==> src/rtl/dbg_mem_port.sv <==
// Debug responder: host byte commands halt the CPU and read/write the data RAM,
// read the register file, or dump the whole RAM. Optional macro DBG_CHECKSUM_EN.
module dbg_mem_port #(
    parameter int unsigned DATA_W = 8,
    parameter int unsigned RAM_AW = 4,
    parameter int unsigned RF_AW  = 3
) (
    input  logic              clk,
    input  logic              areset,
    input  logic              cmd_valid,
    output logic              cmd_ready,
    input  logic [DATA_W-1:0] cmd_data,
    output logic              rsp_valid,
    input  logic              rsp_ready,
    output logic [DATA_W-1:0] rsp_data,
    output logic              dbg_halt,
    output logic [RAM_AW-1:0] mem_addr,
    output logic              mem_we,
    output logic [DATA_W-1:0] mem_wdata,
    input  logic [DATA_W-1:0] mem_rdata,
    output logic [RF_AW-1:0]  rf_addr,
    input  logic [DATA_W-1:0] rf_rdata
);

    localparam int unsigned OP_W = 2;
    localparam logic [OP_W-1:0]   OP_RD_RAM = 2'b00;
    localparam logic [OP_W-1:0]   OP_WR_RAM = 2'b01;
    localparam logic [OP_W-1:0]   OP_RD_REG = 2'b10;
    localparam logic [OP_W-1:0]   OP_DUMP   = 2'b11;
    localparam logic [RAM_AW-1:0] IDX_LAST  = '1;

`ifdef DBG_CHECKSUM_EN
    typedef enum logic [2:0] {
        S_IDLE, S_GETD, S_RREG, S_MRD, S_MWT, S_MCAP, S_RSP, S_CSUM
    } state_t;
`else
    typedef enum logic [2:0] {
        S_IDLE, S_GETD, S_RREG, S_MRD, S_MWT, S_MCAP, S_RSP
    } state_t;
`endif

    state_t            state, state_d;
    logic [OP_W-1:0]   op, op_d;
    logic [RAM_AW-1:0] idx, idx_d;
    logic              cmd_ready_d, rsp_valid_d, dbg_halt_d, mem_we_d;
    logic [DATA_W-1:0] rsp_data_d, mem_wdata_d;
    logic [RAM_AW-1:0] mem_addr_d;
    logic [RF_AW-1:0]  rf_addr_d;
`ifdef DBG_CHECKSUM_EN
    logic [DATA_W-1:0] sum, sum_d;
`endif

    logic [OP_W-1:0]   cmd_op;
    logic [RAM_AW-1:0] cmd_arg;
    logic              cmd_acc, rsp_xfer;
    logic              cmd_unused_bits;

    assign cmd_op          = cmd_data[DATA_W-1 -: OP_W];
    assign cmd_arg         = cmd_data[RAM_AW-1:0];
    assign cmd_unused_bits = ^cmd_data[DATA_W-OP_W-1:RAM_AW];
    assign cmd_acc         = cmd_valid && cmd_ready;
    assign rsp_xfer        = rsp_valid && rsp_ready;

    // State and registered outputs
    always_ff @(posedge clk) begin
        if (areset) begin
            state     <= S_IDLE;
            op        <= OP_RD_RAM;
            idx       <= '0;
            cmd_ready <= 1'b0;
            rsp_valid <= 1'b0;
            rsp_data  <= '0;
            dbg_halt  <= 1'b0;
            mem_addr  <= '0;
            mem_we    <= 1'b0;
            mem_wdata <= '0;
            rf_addr   <= '0;
`ifdef DBG_CHECKSUM_EN
            sum       <= '0;
`endif
        end else begin
            state     <= state_d;
            op        <= op_d;
            idx       <= idx_d;
            cmd_ready <= cmd_ready_d;
            rsp_valid <= rsp_valid_d;
            rsp_data  <= rsp_data_d;
            dbg_halt  <= dbg_halt_d;
            mem_addr  <= mem_addr_d;
            mem_we    <= mem_we_d;
            mem_wdata <= mem_wdata_d;
            rf_addr   <= rf_addr_d;
`ifdef DBG_CHECKSUM_EN
            sum       <= sum_d;
`endif
        end
    end

    // Next-state and next-output logic; RAM reads take MRD -> MWT -> MCAP
    always_comb begin
        state_d     = state;
        op_d        = op;
        idx_d       = idx;
        cmd_ready_d = cmd_ready;
        rsp_valid_d = rsp_valid;
        rsp_data_d  = rsp_data;
        dbg_halt_d  = dbg_halt;
        mem_addr_d  = mem_addr;
        mem_we_d    = 1'b0;
        mem_wdata_d = mem_wdata;
        rf_addr_d   = rf_addr;
`ifdef DBG_CHECKSUM_EN
        sum_d       = sum;
`endif
        case (state)
            S_IDLE: begin
                cmd_ready_d = 1'b1;
                dbg_halt_d  = 1'b0;
                if (cmd_acc) begin
                    op_d       = cmd_op;
                    idx_d      = (cmd_op == OP_DUMP) ? '0 : cmd_arg;
                    dbg_halt_d = 1'b1;
`ifdef DBG_CHECKSUM_EN
                    sum_d      = '0;
`endif
                    case (cmd_op)
                        OP_WR_RAM: state_d = S_GETD;
                        OP_RD_REG: begin
                            state_d     = S_RREG;
                            rf_addr_d   = cmd_data[RF_AW-1:0];
                            cmd_ready_d = 1'b0;
                        end
                        default: begin
                            state_d     = S_MRD;
                            cmd_ready_d = 1'b0;
                        end
                    endcase
                end
            end
            S_GETD: begin
                if (cmd_acc) begin
                    mem_we_d    = 1'b1;
                    mem_addr_d  = idx;
                    mem_wdata_d = cmd_data;
                    state_d     = S_IDLE;
                end
            end
            S_RREG: begin
                rsp_data_d  = rf_rdata;
                rsp_valid_d = 1'b1;
                state_d     = S_RSP;
            end
            S_MRD: begin
                mem_addr_d = idx;
                state_d    = S_MWT;
            end
            S_MWT: state_d = S_MCAP;
            S_MCAP: begin
                rsp_data_d  = mem_rdata;
                rsp_valid_d = 1'b1;
`ifdef DBG_CHECKSUM_EN
                sum_d       = sum + mem_rdata;
`endif
                state_d     = S_RSP;
            end
            S_RSP: begin
                if (rsp_xfer) begin
                    rsp_valid_d = 1'b0;
                    if (op == OP_DUMP && idx != IDX_LAST) begin
                        idx_d   = idx + RAM_AW'(1);
                        state_d = S_MRD;
`ifdef DBG_CHECKSUM_EN
                    end else if (op == OP_DUMP) begin
                        rsp_data_d  = sum;
                        rsp_valid_d = 1'b1;
                        state_d     = S_CSUM;
`endif
                    end else begin
                        dbg_halt_d  = 1'b0;
                        cmd_ready_d = 1'b1;
                        state_d     = S_IDLE;
                    end
                end
            end
`ifdef DBG_CHECKSUM_EN
            S_CSUM: begin
                if (rsp_xfer) begin
                    rsp_valid_d = 1'b0;
                    dbg_halt_d  = 1'b0;
                    cmd_ready_d = 1'b1;
                    state_d     = S_IDLE;
                end
            end
`endif
            default: state_d = S_IDLE;
        endcase
    end

endmodule

==> config.mk <==
export PLATFORM = sky130hd
export DESIGN_NAME = dbg_mem_port
export DESIGN_NICKNAME = d
export VERILOG_FILES = /design/src/rtl/dbg_mem_port.sv
export SDC_FILE = /design/constraint.sdc
export NUM_CORES = 1
export LEC_CHECK = 0
export BUFFER_PORTS_ARGS = -buffer_cell sky130_fd_sc_hd__buf_2
export CAP_MARGIN = 25
export CORE_AREA = 4 4 67 69
export DETAILED_ROUTE_END_ITERATION = 8
export DIE_AREA = 0 0 71 73
export PLACE_DENSITY_LB_ADDON = 0.1
export SETUP_SLACK_MARGIN = 0.4
export SYNTH_ARGS = -nofsm -noshare
export SYNTH_HDL_FRONTEND = slang
export SYNTH_SLANG_ARGS = --single-unit
export TNS_END_PERCENT = 50
==> constraint.sdc <==
create_clock -name clk -period 1.55 [get_ports clk]
set_input_delay 0.0775 -clock clk [delete_from_list [all_inputs] [get_ports clk]]
set_output_delay 0.0775 -clock clk [all_outputs]
set_load 0.005 [all_outputs]
==> flow_summary_export.csv <==
group,metric,value,unit
sta,period_minus_slack,1.44,ns
place,placed_cell_area,2070,um^2
logic_synthesis,synth_top_area_cell,"dfxtp_1",
sta,worst_pin_slew,0.365,ns
die,die_width,71,um
setup_path,r2r_start,"idx[1]",
detailed_routing,wl_per_cell,16.1,um
die,die_area,5180,um^2
logic_synthesis,synthCells,181,
run,drv_cap,0,
worst_hold_path,hp-start,"cmd_data[4]",
layout,fin_nets,291,
detailed_routing,num_vias,1676,
global_route,grt_pass1_wl,7.34,mm
logic_synthesis,syn-num-nets,210,
global_route,grt_usage,18.1,%
layout,stdcell_count,313,
logic_synthesis,syn_area,1690,um^2
setup_path,regToRegSetupSlack,0.11,ns
pwr,p_leak,1.18,nW
pwr,ir_drop,704,uV
global_route,grt_max_degree,22,
place,hpwl,3.25,mm
setup_path,worstPathArrival,1.65,ns
layout,stdcell_area,2500,um^2
layout,drive_above_1_share,47.9,%
detailed_routing,drt_first_iter_violations,159,
sta,finalHoldViolCount,0,
die,coreArea,3910,um^2
die,num_rows,23,
place,io_buffers,54,
run_status,outcome,"finished, final reports clean",
clock_network,clkLatencyLatePin,0.29,ns
logic_synthesis,ys_types,44,
logic_synthesis,synth_area_per_cell,9.35,um^2
layout,antenna_cells,0,
detailed_routing,drc_errors,0,
sta,finClkSkew,0.00362,ns
place,place_congestion,0.887,
die,die_y,73,um
setup_path,critPathKind,"register to register",
logic_synthesis,synth_warnings,0,
global_route,overflow,0,
pwr,powerDensity,1080,nW/um^2
clock_network,clock-sinks,36,
sta,fin_crit_sh,92.6,%
logic_synthesis,async_reset_ff_share,0,%
place,placed_cells,282,
die,io_pins,55,
detailed_routing,routed_wl,5.04,mm
clock_network,cts_buffers,5,
sta,rsz0062_at_grt,"yes",
setup_path,r2r-end,"state[1]",
worst_hold_path,hp-class,"input port to register",
setup_path,cp.required,1.77,ns
sta,max_freq,696,MHz
logic_synthesis,ys_seq_elements,36,
worst_hold_path,min_path_cells,3,
sta,layout_setup_ws,0.114,ns
detailed_routing,ant_nets,0,
global_route,grt_antenna_before_repair,0,
die,start_util,43.2,%
setup_path,end_kind,"register",
setup_path,worst_setup_path_start_kind,"register",
setup_path,critPathMaxFanout,5,
clock_network,clk_pin_slew,0.07,ns
detailed_routing,first_pass_iters,4,
sta,slew_viol_final,0,
detailed_routing,via_per_inst,5.35,
layout,area_delta_synth_final,47.6,%
global_route,grt_pass1_vias,1516,
setup_path,reg2reg_depth,5,
logic_synthesis,yosysSeqAreaShare,42.6,%
worst_hold_path,min_to,"mem_wdata[4]",
sta,relSlewSlack,75.6,%
logic_synthesis,synth_top_area_share,42.6,%
logic_synthesis,synth_ff_type,"dfxtp_1",
sta,setup_violations,0,
place,dp_slack,0.00255,ns
clock_network,cts_buffer_depth,2,
logic_synthesis,synth_edf_count,0,
sta,tns,0,ns
clock_network,htree_levels,2,
clock_network,hold_buffers,0,
clock_network,cts_tree,"built",
logic_synthesis,netlist_top_cells_area,"dfxtp_1 (43%), mux2i_1 (14%), nor2_1 (6.0%)",
clock_network,ctsRootBufferMaster,"clkbuf_8",
[layout by cell type (no fill, tap or decap), types with 7 or more instances in the layout]
| cell type | count |
|---|---|
| buf_4 | 19 |
| nand2_1 | 14 |
| a21oi_1 | 9 |
| buf_2 | 54 |
| dfxtp_1 | 30 |
| nor2_1 | 26 |
| mux2i_1 | 21 |
| nand3_1 | 7 |
[flip-flops by register name, summed over array words and instances, names as in the netlist, 2 cells and up]
name,flops
idx,4
op,2
rf_addr,3
mem_wdata,8
mem_addr,4
rsp_data,8
state,3
[Yosys cell counts, drive strengths merged, types with 2 or more instances]
| master | number |
|---|---|
| clkbuf | 4 |
| nand3b | 2 |
| a31oi | 2 |
| nand3 | 7 |
| buf | 5 |
| nor2 | 28 |
| inv | 3 |
| o21ai | 4 |
| mux2i | 23 |
| nor3 | 5 |
| a21oi | 9 |
| o31ai | 3 |
| nor4 | 2 |
| nand2 | 16 |
| a311oi | 3 |
| nand2b | 3 |
| a211oi | 10 |
| dfxtp | 36 |
[worst max-delay path: stages (launching register included)]
cell and delay (ns):
dfxtp_4 0.36, ha_4 0.15, and3_4 0.20, o21ba_4 0.21, or3_1 0.31, a21oi_1 0.13
[kinds of logic after synthesis]
| family | share of synthesized area, % |
|---|---|
| multiplexers | 13.6 |
| flip-flops | 42.6 |
| buffers and inverters | 4.66 |
| AND/OR/NAND/NOR | 22.0 |
| AO/OA/AOI/OAI | 16.3 |
| adder cells (fa/ha/maj) | 0.740 |
[power breakdown]
group	total (mW)	switching (mW)	internal, mW
Sequential	1.12	0.101	1.02
Clock	0.824	0.348	0.476
Combinational	0.764	0.372	0.392
Total	2.71	0.821	1.89
[layer usage]
layer | share of wire [%] | global-route usage [%] | vias to the layer above
met2 | 51 | 28.4 | 57
met1 | 41 | 22.9 | 779
met4 | 2.8 | 7.93 | 0
met3 | 6.2 | 5.65 | 20
met5 | 0 | 0 | -
li1 | - | - | 820
[what timing repair did]
| item | in CTS | in global routing |
|---|---|---|
| pin swaps | 8 | 8 |
| gates resized for setup | 11 | 23 |
| cloned | 0 | 1 |
| buffers inserted | 10 | 12 |
| endpoints found under the setup margin | 35 | 34 |
[stage by stage]
stage          total power [mW]  util [%]  hold slack, ns
5_1_grt                    2.86      63.8          0.0402
3_3_place_gp               1.65      52.9           0.310
3_5_place_dp               1.67      52.9           0.328
2_1_floorplan              1.50         -           0.213
4_1_cts                    2.56      58.9          0.0204
6_report                   2.71      63.8          0.0245
[how the worst max path moves through the flow]
stage	from	endpoint	cells past startpoint
after floorplan	idx[1]	state[1]	5
after global placement	state[1]	idx[2]	5
after detailed placement	state[1]	rsp_data[1]	4
after CTS	idx[1]	state[1]	5
after global routing	idx[1]	state[1]	5
final	idx[1]	state[1]	5
[layout make-up]
cell class / count / area (um^2)
clock buffers: 5 / 68.8
repair buffers: 82 / 514
clock inverters: 3 / 42.5
multi-input cells: 134 / 1050
well taps: 50 / 62.6
fillers: 349 / 1420
inverters: 3 / 23.8
flip-flops and latches: 36 / 738
Note: power is estimated with default switching activity, not from simulation.
